===== src/rtl/rx_frame_ctrl_if.sv =====
// Byte-wide Rx interface between the deserialiser and the frame controller.
// The deserialiser drives it (master); the frame controller samples it (slave).
interface rx_frame_ctrl_if;
  logic       rx_soc;
  logic       rx_eoc;
  logic       rx_error;
  logic       rx_data_valid;
  logic [7:0] rx_data;
  logic [2:0] rx_data_bits;

  modport master (
    output rx_soc, rx_eoc, rx_error,
    output rx_data_valid, rx_data, rx_data_bits
  );

  modport slave (
    input rx_soc, rx_eoc, rx_error,
    input rx_data_valid, rx_data, rx_data_bits
  );
endinterface


===== src/rtl/rx_frame_ctrl.sv =====
// ISO/IEC 14443A receive frame controller: buffers one frame,
// checks CRC_A on the fly and hands it over with a ready/ack handshake.
module rx_frame_ctrl #(
  parameter  int MAX_BYTES = 16,
  localparam int LW = $clog2(MAX_BYTES + 1),
  localparam int AW = $clog2(MAX_BYTES)
) (
  input  logic          clk,
  input  logic          rst,
  input  logic          rx_enable,
  rx_frame_ctrl_if.slave rx,
  output logic          frame_ready,
  input  logic          frame_ack,
  output logic [LW-1:0] frame_len,
  output logic [2:0]    last_bits,
  output logic          crc_ok,
  output logic          overflow,
  input  logic [AW-1:0] rd_addr,
  output logic [7:0]    rd_data,
  output logic          rx_abort,
  output logic          frame_dropped
);

  typedef enum logic [1:0] {
    IDLE,
    WAIT_SOC,
    RECEIVING,
    DONE
  } state_t;

  state_t        r_state;
  state_t        w_state_nxt;
  logic [LW-1:0] r_count;
  logic [15:0]   r_crc;
  logic          r_ovf;
  logic [7:0]    r_buf [MAX_BYTES];
  logic          r_ready;
  logic [LW-1:0] r_frame_len;
  logic [2:0]    r_last_bits;
  logic          r_crc_ok;
  logic          r_ovf_o;
  logic [7:0]    r_rd_data;
  logic          r_abort;
  logic          r_dropped;

  logic          w_clear;
  logic          w_wr;
  logic          w_crc_upd;
  logic          w_ovf_set;
  logic          w_abort;
  logic          w_drop;
  logic          w_load;
  logic [2:0]    w_last;
  logic          w_full;
  logic [LW-1:0] w_len_nxt;
  logic          w_crc_ok_nxt;

  function automatic logic [15:0] crc_a(
    input logic [15:0] c,
    input logic [7:0]  d
  );
    logic [15:0] x;
    x = c ^ {8'h00, d};
    for (int i = 0; i < 8; i++) begin
      x = x[0] ? ((x >> 1) ^ 16'h8408) : (x >> 1);
    end
    return x;
  endfunction

  assign w_full = (r_count == LW'(MAX_BYTES));

  always_comb begin
    w_state_nxt = r_state;
    w_clear     = 1'b0;
    w_wr        = 1'b0;
    w_crc_upd   = 1'b0;
    w_ovf_set   = 1'b0;
    w_abort     = 1'b0;
    w_drop      = 1'b0;
    w_load      = 1'b0;
    w_last      = 3'd0;
    unique case (r_state)
      IDLE: begin
        if (rx_enable) w_state_nxt = WAIT_SOC;
      end
      WAIT_SOC: begin
        if (!rx_enable) begin
          w_state_nxt = IDLE;
        end else if (rx.rx_soc) begin
          w_state_nxt = RECEIVING;
          w_clear     = 1'b1;
        end
      end
      RECEIVING: begin
        if (!rx_enable) begin
          w_abort     = 1'b1;
          w_state_nxt = IDLE;
        end else if (rx.rx_error) begin
          w_abort     = 1'b1;
          w_state_nxt = WAIT_SOC;
        end else if (rx.rx_soc) begin
          w_clear = 1'b1;
        end else if (rx.rx_data_valid && rx.rx_eoc) begin
          // partial final byte: stored but never fed to the CRC
          if (w_full) w_ovf_set = 1'b1;
          else        w_wr      = 1'b1;
          w_last      = rx.rx_data_bits;
          w_load      = 1'b1;
          w_state_nxt = DONE;
        end else if (rx.rx_data_valid) begin
          if (rx.rx_data_bits != 3'd0) begin
            w_abort     = 1'b1;
            w_state_nxt = WAIT_SOC;
          end else if (w_full) begin
            w_ovf_set = 1'b1;
          end else begin
            w_wr      = 1'b1;
            w_crc_upd = 1'b1;
          end
        end else if (rx.rx_eoc) begin
          if (r_count == '0) begin
            w_state_nxt = WAIT_SOC;
          end else begin
            w_load      = 1'b1;
            w_state_nxt = DONE;
          end
        end
      end
      DONE: begin
        if (frame_ack) begin
          if (rx.rx_soc) begin
            w_state_nxt = RECEIVING;
            w_clear     = 1'b1;
          end else if (rx_enable) begin
            w_state_nxt = WAIT_SOC;
          end else begin
            w_state_nxt = IDLE;
          end
        end else if (rx.rx_soc) begin
          w_drop = 1'b1;
        end
      end
      default: w_state_nxt = IDLE;
    endcase
  end

  assign w_len_nxt = w_wr ? r_count + LW'(1) : r_count;

  // only the eoc-without-data path can yield a good CRC; it has last_bits=0
  assign w_crc_ok_nxt = (w_last == 3'd0) && (r_crc == 16'h0000) &&
                        (r_count >= LW'(3)) && !r_ovf;

  always_ff @(posedge clk) begin
    if (rst) begin
      r_state     <= IDLE;
      r_count     <= '0;
      r_crc       <= 16'h0000;
      r_ovf       <= 1'b0;
      r_ready     <= 1'b0;
      r_frame_len <= '0;
      r_last_bits <= 3'd0;
      r_crc_ok    <= 1'b0;
      r_ovf_o     <= 1'b0;
      r_rd_data   <= 8'h00;
      r_abort     <= 1'b0;
      r_dropped   <= 1'b0;
    end else begin
      r_state   <= w_state_nxt;
      r_ready   <= (w_state_nxt == DONE);
      r_abort   <= w_abort;
      r_dropped <= w_drop;
      r_rd_data <= r_buf[rd_addr];
      if (w_clear) begin
        r_count <= '0;
        r_crc   <= 16'h6363;
        r_ovf   <= 1'b0;
      end else begin
        if (w_wr)      r_count <= r_count + LW'(1);
        if (w_crc_upd) r_crc   <= crc_a(r_crc, rx.rx_data);
        if (w_ovf_set) r_ovf   <= 1'b1;
      end
      if (w_load) begin
        r_frame_len <= w_len_nxt;
        r_last_bits <= w_last;
        r_crc_ok    <= w_crc_ok_nxt;
        r_ovf_o     <= r_ovf | w_ovf_set;
      end
    end
  end

  always_ff @(posedge clk) begin
    if (!rst && w_wr) r_buf[r_count[AW-1:0]] <= rx.rx_data;
  end

  assign frame_ready   = r_ready;
  assign frame_len     = r_frame_len;
  assign last_bits     = r_last_bits;
  assign crc_ok        = r_crc_ok;
  assign overflow      = r_ovf_o;
  assign rd_data       = r_rd_data;
  assign rx_abort      = r_abort;
  assign frame_dropped = r_dropped;

endmodule


===== src/flat_wrapper.sv =====
// flat-port wrapper written by rule: the top's interface ports become plain ports
module rx_frame_ctrl_flat 
#(
  parameter  int MAX_BYTES = 16,
  localparam int LW = $clog2(MAX_BYTES + 1),
  localparam int AW = $clog2(MAX_BYTES)
)
  (clk, rst, rx_enable, frame_ready, frame_ack, frame_len, last_bits, crc_ok, overflow, rd_addr, rd_data, rx_abort, frame_dropped, rx_rx_soc, rx_rx_eoc, rx_rx_error, rx_rx_data_valid, rx_rx_data, rx_rx_data_bits);
  rx_frame_ctrl_if rx_i ();
  input  logic clk;
  input  logic rst;
  input  logic rx_enable;
  output logic frame_ready;
  input  logic frame_ack;
  output logic [LW-1:0] frame_len;
  output logic [2:0] last_bits;
  output logic crc_ok;
  output logic overflow;
  input  logic [AW-1:0] rd_addr;
  output logic [7:0] rd_data;
  output logic rx_abort;
  output logic frame_dropped;
  input wire logic [$bits(rx_i.rx_soc)-1:0] rx_rx_soc;
  input wire logic [$bits(rx_i.rx_eoc)-1:0] rx_rx_eoc;
  input wire logic [$bits(rx_i.rx_error)-1:0] rx_rx_error;
  input wire logic [$bits(rx_i.rx_data_valid)-1:0] rx_rx_data_valid;
  input wire logic [$bits(rx_i.rx_data)-1:0] rx_rx_data;
  input wire logic [$bits(rx_i.rx_data_bits)-1:0] rx_rx_data_bits;
  assign rx_i.rx_soc = rx_rx_soc;
  assign rx_i.rx_eoc = rx_rx_eoc;
  assign rx_i.rx_error = rx_rx_error;
  assign rx_i.rx_data_valid = rx_rx_data_valid;
  assign rx_i.rx_data = rx_rx_data;
  assign rx_i.rx_data_bits = rx_rx_data_bits;
  rx_frame_ctrl #(.MAX_BYTES(MAX_BYTES)) u_core (.clk(clk), .rst(rst), .rx_enable(rx_enable), .rx(rx_i), .frame_ready(frame_ready), .frame_ack(frame_ack), .frame_len(frame_len), .last_bits(last_bits), .crc_ok(crc_ok), .overflow(overflow), .rd_addr(rd_addr), .rd_data(rd_data), .rx_abort(rx_abort), .frame_dropped(frame_dropped));
endmodule

===== config.mk =====
export PLATFORM = sky130hd
export DESIGN_NAME = rx_frame_ctrl_flat
export DESIGN_NICKNAME = d
export VERILOG_FILES = /design/src/rtl/rx_frame_ctrl_if.sv /design/src/rtl/rx_frame_ctrl.sv /design/src/flat_wrapper.sv
export SDC_FILE = /design/constraint.sdc
export NUM_CORES = 1
export LEC_CHECK = 0
export CAP_MARGIN = 25
export CORE_ASPECT_RATIO = 0.5
export CORE_MARGIN = 4
export CORE_UTILIZATION = 40
export CTS_CLUSTER_SIZE = 20
export DETAILED_ROUTE_END_ITERATION = 10
export PLACE_DENSITY_LB_ADDON = 0.05
export SYNTH_ARGS = -nofsm -noshare
export SYNTH_HDL_FRONTEND = slang
export SYNTH_SLANG_ARGS = --single-unit

===== constraint.sdc =====
create_clock -name clk -period 6.3 [get_ports clk]
set_input_delay 1.26 -clock clk [delete_from_list [all_inputs] [get_ports clk]]
set_output_delay 1.26 -clock clk [all_outputs]
set_load 0.05 [all_outputs]

==> flow_metrics.env, run 1 <==
export IMPL_crit_chain="clkdlybuf4s50_1, and4bb_2, o211ai_2, buf_4, or4b_1, nor2_1"
export IMPL_die_w_um=197.1
export IMPL_post_cts_setup_buffers=0
export IMPL_start_kind="primary input"
export IMPL_initial_core_util=0.4098
export IMPL_wl_mm=16.92
export IMPL_min_delay_path_depth=2
export IMPL_p_int_mw=1.885
export IMPL_criticalPathCategory="primary input to register"
export IMPL_finalClockSkew_ns=0.01330
export IMPL_antenna_cells=0
export IMPL_setup_tns_final_ns=0
export IMPL_ys_ff_latch=173
export IMPL_required_ns=6.35
export IMPL_grt_pass1_vias=4301
export IMPL_setup_viol=0
export IMPL_place_ws_ns=2.167
export IMPL_antenna_found_initial=0
export IMPL_synth_seq_area_share=0.6637
export IMPL_grt_pass1_wl_mm=26.41
export IMPL_leakage_nw=2.752
export IMPL_die_h_um=102.5
export IMPL_clock_sinks=173
export IMPL_drc=0
export IMPL_cellPowerDensity_nw_per_um2=288.0
export IMPL_hold_buffers=0
export IMPL_crit_fanout=16
export IMPL_syn_inst=487
export IMPL_r2r_start="u_core.r_state[1]"
export IMPL_drt_iter0_drc=360
export IMPL_vias_per_cell=5.470
export IMPL_drive_gt1_frac=0.1526
export IMPL_slew_headroom=0.3175
export IMPL_cts_clk_slew_worst_paths_ns=0.06
export IMPL_drt_pass1_iter_count=5
export IMPL_cts_buffers=17
export IMPL_synth_enable_flop_cells=128
export IMPL_clockRootBuffer="clkbuf_16"
export IMPL_synthArstFlopShare=0
export IMPL_grt_overflow=0
export IMPL_holdCritStartpoint="u_core.last_bits[0]"
export IMPL_place_gp_congestion=0.8231
export IMPL_port_buffers=43
export IMPL_htree_num_levels=4
export IMPL_setup_worst_path_end_class="register"
export IMPL_row_count=34
export IMPL_postLayoutSetupSlackWorst_ns=2.617
export IMPL_power_share_clock=0.425
export IMPL_ant_nets=0
export IMPL_syn_nets=514
export IMPL_syn_to_final_growth_pct=18.87
export IMPL_num_nets_final=571
export IMPL_rr_worst_depth=5
export IMPL_synth_top_cells_by_area="edfxtp_1, dfxtp_1, mux4_2, mux2i_1, xnor2_1"
export IMPL_status="finished, final reports clean"
export IMPL_grt_max_degree=28
export IMPL_ys_flop_type="edfxtp_1"
export IMPL_clk_latency_ns=0.42
export IMPL_fin_crit_sh=0.5845
export IMPL_post_drt_wl_per_cell_um=21.40
export IMPL_worst_path_max_delay_cell="nor2_1"
export IMPL_fmax_ghz=0.2715
export IMPL_power_net_switching_uw=562.8
export IMPL_maxSlewViolCount=0
export IMPL_min_period_ns=3.683
export IMPL_seqCellArea_sq_um=4745
export IMPL_fill_cells=1551
export IMPL_cp_data_arrival_time_ns=3.73
export IMPL_grt_usage=0.1759
export IMPL_place_hpwl_mm=11.38
export IMPL_ctsResizeCount=0
export IMPL_yosys_area_top_type="edfxtp_1"
export IMPL_rr_endpoint="u_core.r_buf[9][4]"
export IMPL_max_stage_delay_ns=0.61
export IMPL_core_sq_um=17440
export IMPL_multi_input_area_sq_um=2283
export IMPL_seqPwrFrac=0.504
export IMPL_report_final_hold_viol_count=0
export IMPL_p_comb_frac=0.071
export IMPL_hold_end="u_core.last_bits[0]"
export IMPL_synth_area_sq_um=7148
export IMPL_vdd_drop_max_mv=0.1791
export IMPL_yosys_warnings=0
export IMPL_pin_count=44
export IMPL_ys_types=57
export IMPL_cap_violations=0
export IMPL_vias=4327
export IMPL_worstMarginPinSlew_ns=1.015
export IMPL_finalPower_mw=2.447
export IMPL_synth_top_cell_area_share=0.5377
export IMPL_die_area_sq_um=20200
export IMPL_rsz0062_at_grt="false"
export IMPL_hp_class="register to register"
export IMPL_clock_path_buffers=2
export IMPL_r2r_slack_ns=3.68
export IMPL_swShare=0.2300
export IMPL_syn_area_per_cell_sq_um=14.68
export IMPL_cts_tree="built"
export IMPL_design_area_sq_um=8497
export IMPL_place_area_sq_um=7915
synth_stat cells (2+ instances only):
| cell | count |
|---|---|
| edfxtp_1 | 128 |
| dfxtp_1 | 45 |
| mux2i_1 | 28 |
| a21oi_1 | 25 |
| nor2_1 | 24 |
| mux4_2 | 21 |
| o21ai_0 | 21 |
| xnor2_1 | 18 |
| nand2_1 | 17 |
| inv_1 | 13 |
| nor4_1 | 13 |
| nand3_1 | 10 |
| a211oi_1 | 8 |
| buf_2 | 8 |
| clkbuf_1 | 8 |
| nor3_1 | 8 |
| o22ai_1 | 8 |
| xor2_1 | 7 |
| a22oi_1 | 6 |
| nor2b_1 | 6 |
| o31ai_1 | 6 |
| and2_1 | 5 |
| o211ai_1 | 5 |
| a311oi_1 | 4 |
| ha_1 | 4 |
| a221oi_1 | 3 |
| buf_4 | 3 |
| or3_1 | 3 |
| and3_1 | 2 |
| nand2b_1 | 2 |
| nand4_1 | 2 |
power groups by stage:
stage,clock (mW),sequential [mW],combinational (mW)
detailed placement,0,1.26,0.174
global route,1.11,1.24,0.188
finish,1.04,1.23,0.174
global placement,0,1.26,0.175
floorplan,0,1.27,0.0884
CTS,1.06,1.23,0.175
cell usage in the layout, fill, tap and decap left out, types with 2 or more instances in the layout:
cell type,netlist,routed
a211oi_1,8,8
a21oi_1,25,25
a221oi_1,3,3
a22oi_1,6,6
a311oi_1,4,4
and2_1,5,5
and3_1,2,2
buf_4,3,15
bufinv_16,0,2
clkbuf_1,8,3
clkbuf_16,0,17
clkdlybuf4s50_1,0,42
clkinvlp_4,0,5
dfxtp_1,45,45
edfxtp_1,128,128
ha_1,4,4
inv_1,13,13
inv_6,0,3
mux2i_1,28,28
mux4_2,21,21
nand2_1,17,17
nand2b_1,2,2
nand3_1,10,10
nand4_1,2,2
nor2_1,24,24
nor2b_1,6,6
nor3_1,8,8
nor4_1,13,7
nor4_2,1,7
o211ai_1,5,5
o21ai_0,21,21
o22ai_1,8,8
o31ai_1,6,6
or3_1,3,3
xnor2_1,18,18
xor2_1,7,7
cells by family (layout without fill, tap and decap cells):
kind of cell,after synthesis,count (layout),synth area share
compound gates,95,95,0.09102
fa+ha+maj,4,4,0.007002
buf+inv,36,106,0.02205
xor+xnor,25,25,0.03063
flops,173,173,0.6637
mux,50,50,0.1069
simple gates,104,104,0.07860
stage by stage:
step	util	instances	hold WS (ns)
after CTS	0.4867	790	0.4818
after floorplan	-	487	0.4558
after global placement	0.4525	755	0.4750
after detailed placement	0.4538	758	0.4684
after global routing	0.4872	791	0.5021
final	0.4872	791	0.4758
how the worst max path moves through the flow:
stage                             startpoint            endpoint  depth (start not counted)
after floorplan           rx_rx_data_bits[0]  u_core.r_buf[0][0]                          4
after global placement           rx_rx_error  u_core.r_buf[9][2]                          6
after detailed placement         rx_rx_error  u_core.r_buf[9][4]                          6
after CTS                        rx_rx_error  u_core.r_buf[9][7]                          6
after global routing      rx_rx_data_bits[0]  u_core.r_buf[9][7]                          6
final                            rx_rx_error  u_core.r_buf[9][4]                          6
registers in the layout, summed over array words and instances (netlist names):
name and cells:
u_core.rd_data 8, u_core.last_bits 3, u_core.r_state 2, u_core.overflow 1, u_core.r_buf 128, u_core.frame_dropped 1, u_core.r_ovf 1, u_core.r_count 5
u_core.frame_ready 1, u_core.frame_len 5, u_core.r_crc 16, u_core.crc_ok 1, u_core.rx_abort 1
worst max-delay path, delay by kind of cell:
kind / cells / cell delay [ns]
simple gates: 3 / 1.60
buf+inv: 2 / 0.75
compound gates: 1 / 0.10
layout make-up:
type,instances,share of cell area
clock buffer,20,0.05139
timing repair buffer,59,0.06420
sequential,173,0.5584
inverter,15,0.006626
clock inverter,12,0.01620
multi-input combinational,278,0.2687
tap,234,0.03446
metal layers:
layer / global-route usage / vias up / wire length [um]
met4: 0.04526 / 0 / 194
met2: 0.2662 / 97 / 7411
met3: 0.03820 / 15 / 713
met5: 0 / - / 0
met1: 0.2610 / 2202 / 8604
li1: - / 2013 / -
(Power assumes the default switching activity.)
==> run 2: changes to the inputs <==
==> constraint.sdc (replaced) <==
create_clock -name clk -period 3.8 [get_ports clk]
set_input_delay 0.76 -clock clk [delete_from_list [all_inputs] [get_ports clk]]
set_output_delay 0.76 -clock clk [all_outputs]
set_load 0.05 [all_outputs]
==> flow_metrics.env, run 2 (same netlist as run 1, synthesis figures left out) <==
export IMPL_status="finished, final reports clean"
export IMPL_vdd_drop_max_mv=0.3079
export IMPL_hold_buffers=0
export IMPL_report_final_hold_viol_count=0
export IMPL_p_int_mw=3.093
export IMPL_ant_nets=0
export IMPL_syn_to_final_growth_pct=20.58
export IMPL_pin_count=44
export IMPL_worst_path_max_delay_cell="nor4b_1"
export IMPL_cellPowerDensity_nw_per_um2=468.9
export IMPL_num_nets_final=586
export IMPL_initial_core_util=0.4098
export IMPL_mostFrequentLayoutCells="edfxtp_1, dfxtp_1, clkdlybuf4s50_1, buf_4, mux2i_1"
export IMPL_cp_data_arrival_time_ns=2.90
export IMPL_fmax_ghz=0.3544
export IMPL_r2r_slack_ns=1.53
export IMPL_worstMarginPinSlew_ns=0.5885
export IMPL_post_route_util=0.4942
export IMPL_largest_reg_flops=128
export IMPL_post_cts_setup_buffers=0
export IMPL_htree_num_levels=4
export IMPL_power_net_switching_uw=948.2
export IMPL_cap_violations=0
export IMPL_grt_overflow=0
export IMPL_clockRootBuffer="clkbuf_16"
export IMPL_drt_pass1_iter_count=5
export IMPL_leakage_nw=2.852
export IMPL_worst_path_buf_inv=1
export IMPL_antenna_found_initial=0
export IMPL_clock_path_buffers=2
export IMPL_grt_usage=0.1793
export IMPL_port_buffers=43
export IMPL_place_gp_congestion=0.8259
export IMPL_design_area_sq_um=8620
export IMPL_post_drt_wl_per_cell_um=21.49
export IMPL_seqCellArea_sq_um=4745
export IMPL_setup_tns_final_ns=0
export IMPL_hp_class="register to register"
export IMPL_start_kind="primary input"
export IMPL_drc=0
export IMPL_wl_mm=17.32
export IMPL_place_inst=774
export IMPL_cts_clk_slew_worst_paths_ns=0.07
export IMPL_p_comb_frac=0.074
export IMPL_place_hpwl_mm=12.14
export IMPL_grt_pass1_wl_mm=26.58
export IMPL_vias_per_cell=5.413
export IMPL_place_area_sq_um=8048
export IMPL_crit_fanout=9
export IMPL_seqPwrFrac=0.506
export IMPL_final_common_cell="edfxtp_1"
export IMPL_clock_sinks=173
export IMPL_required_ns=3.88
export IMPL_setup_worst_path_end_class="register"
export IMPL_drt_iter0_drc=258
export IMPL_final_cells=806
export IMPL_finalClockSkew_ns=0.01170
export IMPL_maxSlewViolCount=0
export IMPL_fin_crit_sh=0.7426
export IMPL_max_stage_delay_ns=0.52
export IMPL_vias=4363
export IMPL_antenna_cells=0
export IMPL_criticalPathCategory="primary input to register"
export IMPL_core_sq_um=17440
export IMPL_path_delay_family="simple AND/OR/NAND/NOR gates"
export IMPL_die_area_sq_um=20200
export IMPL_die_h_um=102.5
export IMPL_crit_chain="clkdlybuf4s50_1, nor3_1, o211ai_2, nor4b_1, and2_1"
export IMPL_fill_cells=1536
export IMPL_cts_tree="built"
export IMPL_grt_pass1_vias=4390
export IMPL_drive_gt1_frac=0.1783
export IMPL_setup_viol=0
export IMPL_power_share_clock=0.420
export IMPL_cts_buffers=17
export IMPL_slew_headroom=0.6046
export IMPL_grt_max_degree=21
export IMPL_die_w_um=197.1
export IMPL_ctsResizeCount=0
export IMPL_clk_latency_ns=0.42
export IMPL_row_count=34
export IMPL_swShare=0.2346
export IMPL_rsz0062_at_grt="false"
export IMPL_multi_input_area_sq_um=2283
export IMPL_min_period_ns=2.822
## run 2: changes by cell type in the layout (fill, tap and decap cells not counted)
cell	delta
clkinv_2	+1
clkbuf_8	+1
inv_8	+1
clkbuf_4	-1
clkbuf_1	-2
buf_12	+1
buf_4	+15
clkinv_4	+1
clkinvlp_4	-4
inv_6	+3
bufinv_16	-1
## run 2: worst register-to-register path: stages (launching register included)
cell and delay, ns:
dfxtp_1 0.50, and2b_2 0.27, o211ai_2 0.19, nor4b_1 0.53
and2_1 0.45
## run 2: final cells by class
cell class,instances,area share
Sequential cell,173,0.5504
Multi-Input combinational cell,278,0.2649
Timing Repair Buffer,74,0.07781
Clock buffer,19,0.05139
Tap cell,234,0.03397
Clock inverter,13,0.01495
Inverter,15,0.006532
## run 2: path summary, 6_finish.rpt
kind,from,end,cells past startpoint
worst min-delay path,u_core.last_bits[0],u_core.last_bits[0],2
worst max-delay path,rx_rx_data_bits[0],u_core.r_buf[5][2],5
worst max register to register,u_core.r_state[1],u_core.r_buf[5][2],4
worst min register to register,u_core.last_bits[0],u_core.last_bits[0],2
## run 2: per-layer routing
layer,part of all wire,global-route usage,up-vias
li1,-,-,2045
met1,0.49,0.2563,2219
met2,0.46,0.2789,90
met3,0.047,0.05256,9
met4,0.0052,0.03355,0
met5,0,0,-
## run 2: power groups by stage
stage	sequential, mW	clock [mW]	combinational, mW
floorplan	2.11	0	0.147
global route	2.05	1.82	0.323
global placement	2.09	0	0.303
finish	2.05	1.70	0.299
CTS	2.05	1.73	0.303
detailed placement	2.09	0	0.301
## run 2: stage by stage
step	hold slack, ns	total power, mW	setup WS (ns)
6_report	0.4901	4.041	0.9780
3_5_place_dp	0.4652	2.389	0.5223
5_1_grt	0.5153	4.191	0.7691
2_1_floorplan	0.4558	2.260	1.072
3_3_place_gp	0.4743	2.391	0.5740
4_1_cts	0.4860	4.075	0.9603
==> run 3: changes to the inputs <==
==> constraint.sdc (replaced) <==
create_clock -name clk -period 2.5 [get_ports clk]
set_input_delay 0.5 -clock clk [delete_from_list [all_inputs] [get_ports clk]]
set_output_delay 0.5 -clock clk [all_outputs]
set_load 0.05 [all_outputs]
==> flow_metrics.env, run 3 (same netlist as run 1, synthesis figures left out) <==
export IMPL_status="finished, final reports clean"
export IMPL_clockRootBuffer="clkbuf_16"
export IMPL_post_drt_wl_per_cell_um=20.39
export IMPL_grt_usage=0.1766
export IMPL_r2r_slack_ns=0.36
export IMPL_setup_viol=0
export IMPL_die_w_um=197.1
export IMPL_num_nets_final=615
export IMPL_worstMarginPinSlew_ns=0.5143
export IMPL_ant_nets=0
export IMPL_rr_worst_depth=5
export IMPL_ctsResizeCount=0
export IMPL_required_ns=2.63
export IMPL_vdd_drop_max_mv=0.4726
export IMPL_fin_crit_sh=0.9025
export IMPL_largest_reg_flops=128
export IMPL_fin_hold_ws_ns=0.4894
export IMPL_antenna_found_initial=0
export IMPL_final_common_cell="edfxtp_1"
export IMPL_crit_chain="clkdlybuf4s50_1, nor3_1, o211ai_2, or4b_1, nor2_1, buf_4"
export IMPL_report_final_hold_viol_count=0
export IMPL_leakage_nw=3.040
export IMPL_fmax_ghz=0.4432
export IMPL_clk_latency_ns=0.42
export IMPL_place_gp_congestion=0.7670
export IMPL_core_sq_um=17440
export IMPL_cts_buffers=17
export IMPL_finalPower_mw=6.432
export IMPL_r2r_start="u_core.r_state[0]"
export IMPL_mostFrequentLayoutCells="edfxtp_1, buf_4, dfxtp_1, clkdlybuf4s50_1, mux2i_1"
export IMPL_htree_num_levels=4
export IMPL_drc=0
export IMPL_drt_pass1_iter_count=5
export IMPL_grt_overflow=0
export IMPL_rsz0062_at_grt="false"
export IMPL_drt_iter0_drc=342
export IMPL_crit_fanout=8
export IMPL_hold_buffers=0
export IMPL_row_count=34
export IMPL_start_kind="primary input"
export IMPL_wl_mm=17.02
export IMPL_criticalPathCategory="primary input to register"
export IMPL_vias_per_cell=5.334
export IMPL_worst_path_max_delay_cell="or4b_1"
export IMPL_grt_pass1_wl_mm=26.48
export IMPL_initial_core_util=0.4098
export IMPL_holdCritStartpoint="u_core.r_crc[4]"
export IMPL_post_cts_setup_buffers=0
export IMPL_vias=4454
export IMPL_die_area_sq_um=20200
export IMPL_min_period_ns=2.256
export IMPL_grt_pass1_vias=4434
export IMPL_drive_gt1_frac=0.2180
export IMPL_antenna_cells=0
export IMPL_syn_to_final_growth_pct=25.75
export IMPL_setup_worst_path_end_class="register"
export IMPL_hp_class="register to register"
export IMPL_cellPowerDensity_nw_per_um2=715.5
export IMPL_cts_tree="built"
export IMPL_cts_clk_slew_worst_paths_ns=0.06
export IMPL_grt_max_degree=28
export IMPL_pin_count=44
export IMPL_min_delay_path_depth=2
export IMPL_die_h_um=102.5
export IMPL_hold_end="u_core.r_crc[4]"
export IMPL_place_hpwl_mm=11.93
export IMPL_slew_headroom=0.6561
export IMPL_clock_sinks=173
export IMPL_cap_violations=0
export IMPL_cp_data_arrival_time_ns=2.38
export IMPL_max_stage_delay_ns=0.61
export IMPL_finalClockSkew_ns=0.01482
export IMPL_rr_endpoint="u_core.r_buf[8][3]"
export IMPL_clock_path_buffers=2
export IMPL_maxSlewViolCount=0
export IMPL_port_buffers=43
[run 3: cell count changes in the layout (fill, tap and decap cells not counted)]
cell | previous run | this run
inv_6 | 6 | 4
clkbuf_8 | 1 | 0
buf_4 | 30 | 52
clkinv_2 | 2 | 0
buf_12 | 1 | 8
clkinvlp_4 | 1 | 3
bufinv_16 | 1 | 4
[run 3: report_power, final]
group	switching [mW]	leakage (nW)	total [mW]	internal, mW
Clock	1.15	0.300	2.85	1.70
Combinational	0.271	1.22	0.473	0.202
Sequential	0.0135	1.52	3.11	3.10
[run 3: area by class of cell]
| cell class | instances | area (sq um) |
|---|---|---|
| tap | 234 | 292.8 |
| sequential | 173 | 4745 |
| multi-input combinational | 278 | 2283 |
| inverter | 15 | 56.30 |
| timing repair buffer | 103 | 975.9 |
| fill | 1524 | 8453 |
| clock buffer | 18 | 429.2 |
| clock inverter | 14 | 206.4 |
[run 3: stage by stage]
step           instances    util  setup TNS, ns  worst slack (ns)  instance area (sq um)
3_3_place_gp         803  0.4789         -6.312           -0.1269                   8353
5_1_grt              835  0.5154              0            0.1137                   8989
3_5_place_dp         803  0.4789         -8.745           -0.1920                   8353
6_report             835  0.5154              0            0.2437                   8989
2_1_floorplan        487       -              0           0.03206                   7148
4_1_cts              835  0.5154              0            0.2548                   8989
[run 3: worst max-delay path by stage]
stage | depth (start not counted) | slack [ns] | endpoint | startpoint
5_1_grt | 6 | 0.11 | u_core.r_buf[8][5] | rx_rx_data_bits[0]
2_1_floorplan | 4 | 0.03 | u_core.r_buf[0][0] | rx_rx_data_bits[0]
3_5_place_dp | 6 | -0.19 | u_core.r_buf[8][3] | rx_rx_data_bits[0]
4_1_cts | 6 | 0.25 | u_core.r_buf[8][5] | rx_rx_data_bits[0]
3_3_place_gp | 6 | -0.13 | u_core.r_buf[8][5] | rx_rx_error
6_report | 6 | 0.24 | u_core.r_buf[8][3] | rx_rx_data_bits[0]
[run 3: worst max-delay path: cells and delay by family]
kind | cells | cell delay (ns)
buffers and inverters | 2 | 0.62
and+or+nand+nor | 3 | 1.08
AOI/OAI and AO/OA | 1 | 0.18
[run 3: per-layer routing]
layer / GRT usage / vias up / part of all wire
met5: 0 / - / 0
li1: - / 2104 / -
met1: 0.2647 / 2228 / 0.51
met3: 0.03885 / 11 / 0.049
met2: 0.2673 / 111 / 0.44
met4: 0.03834 / 0 / 0.0064
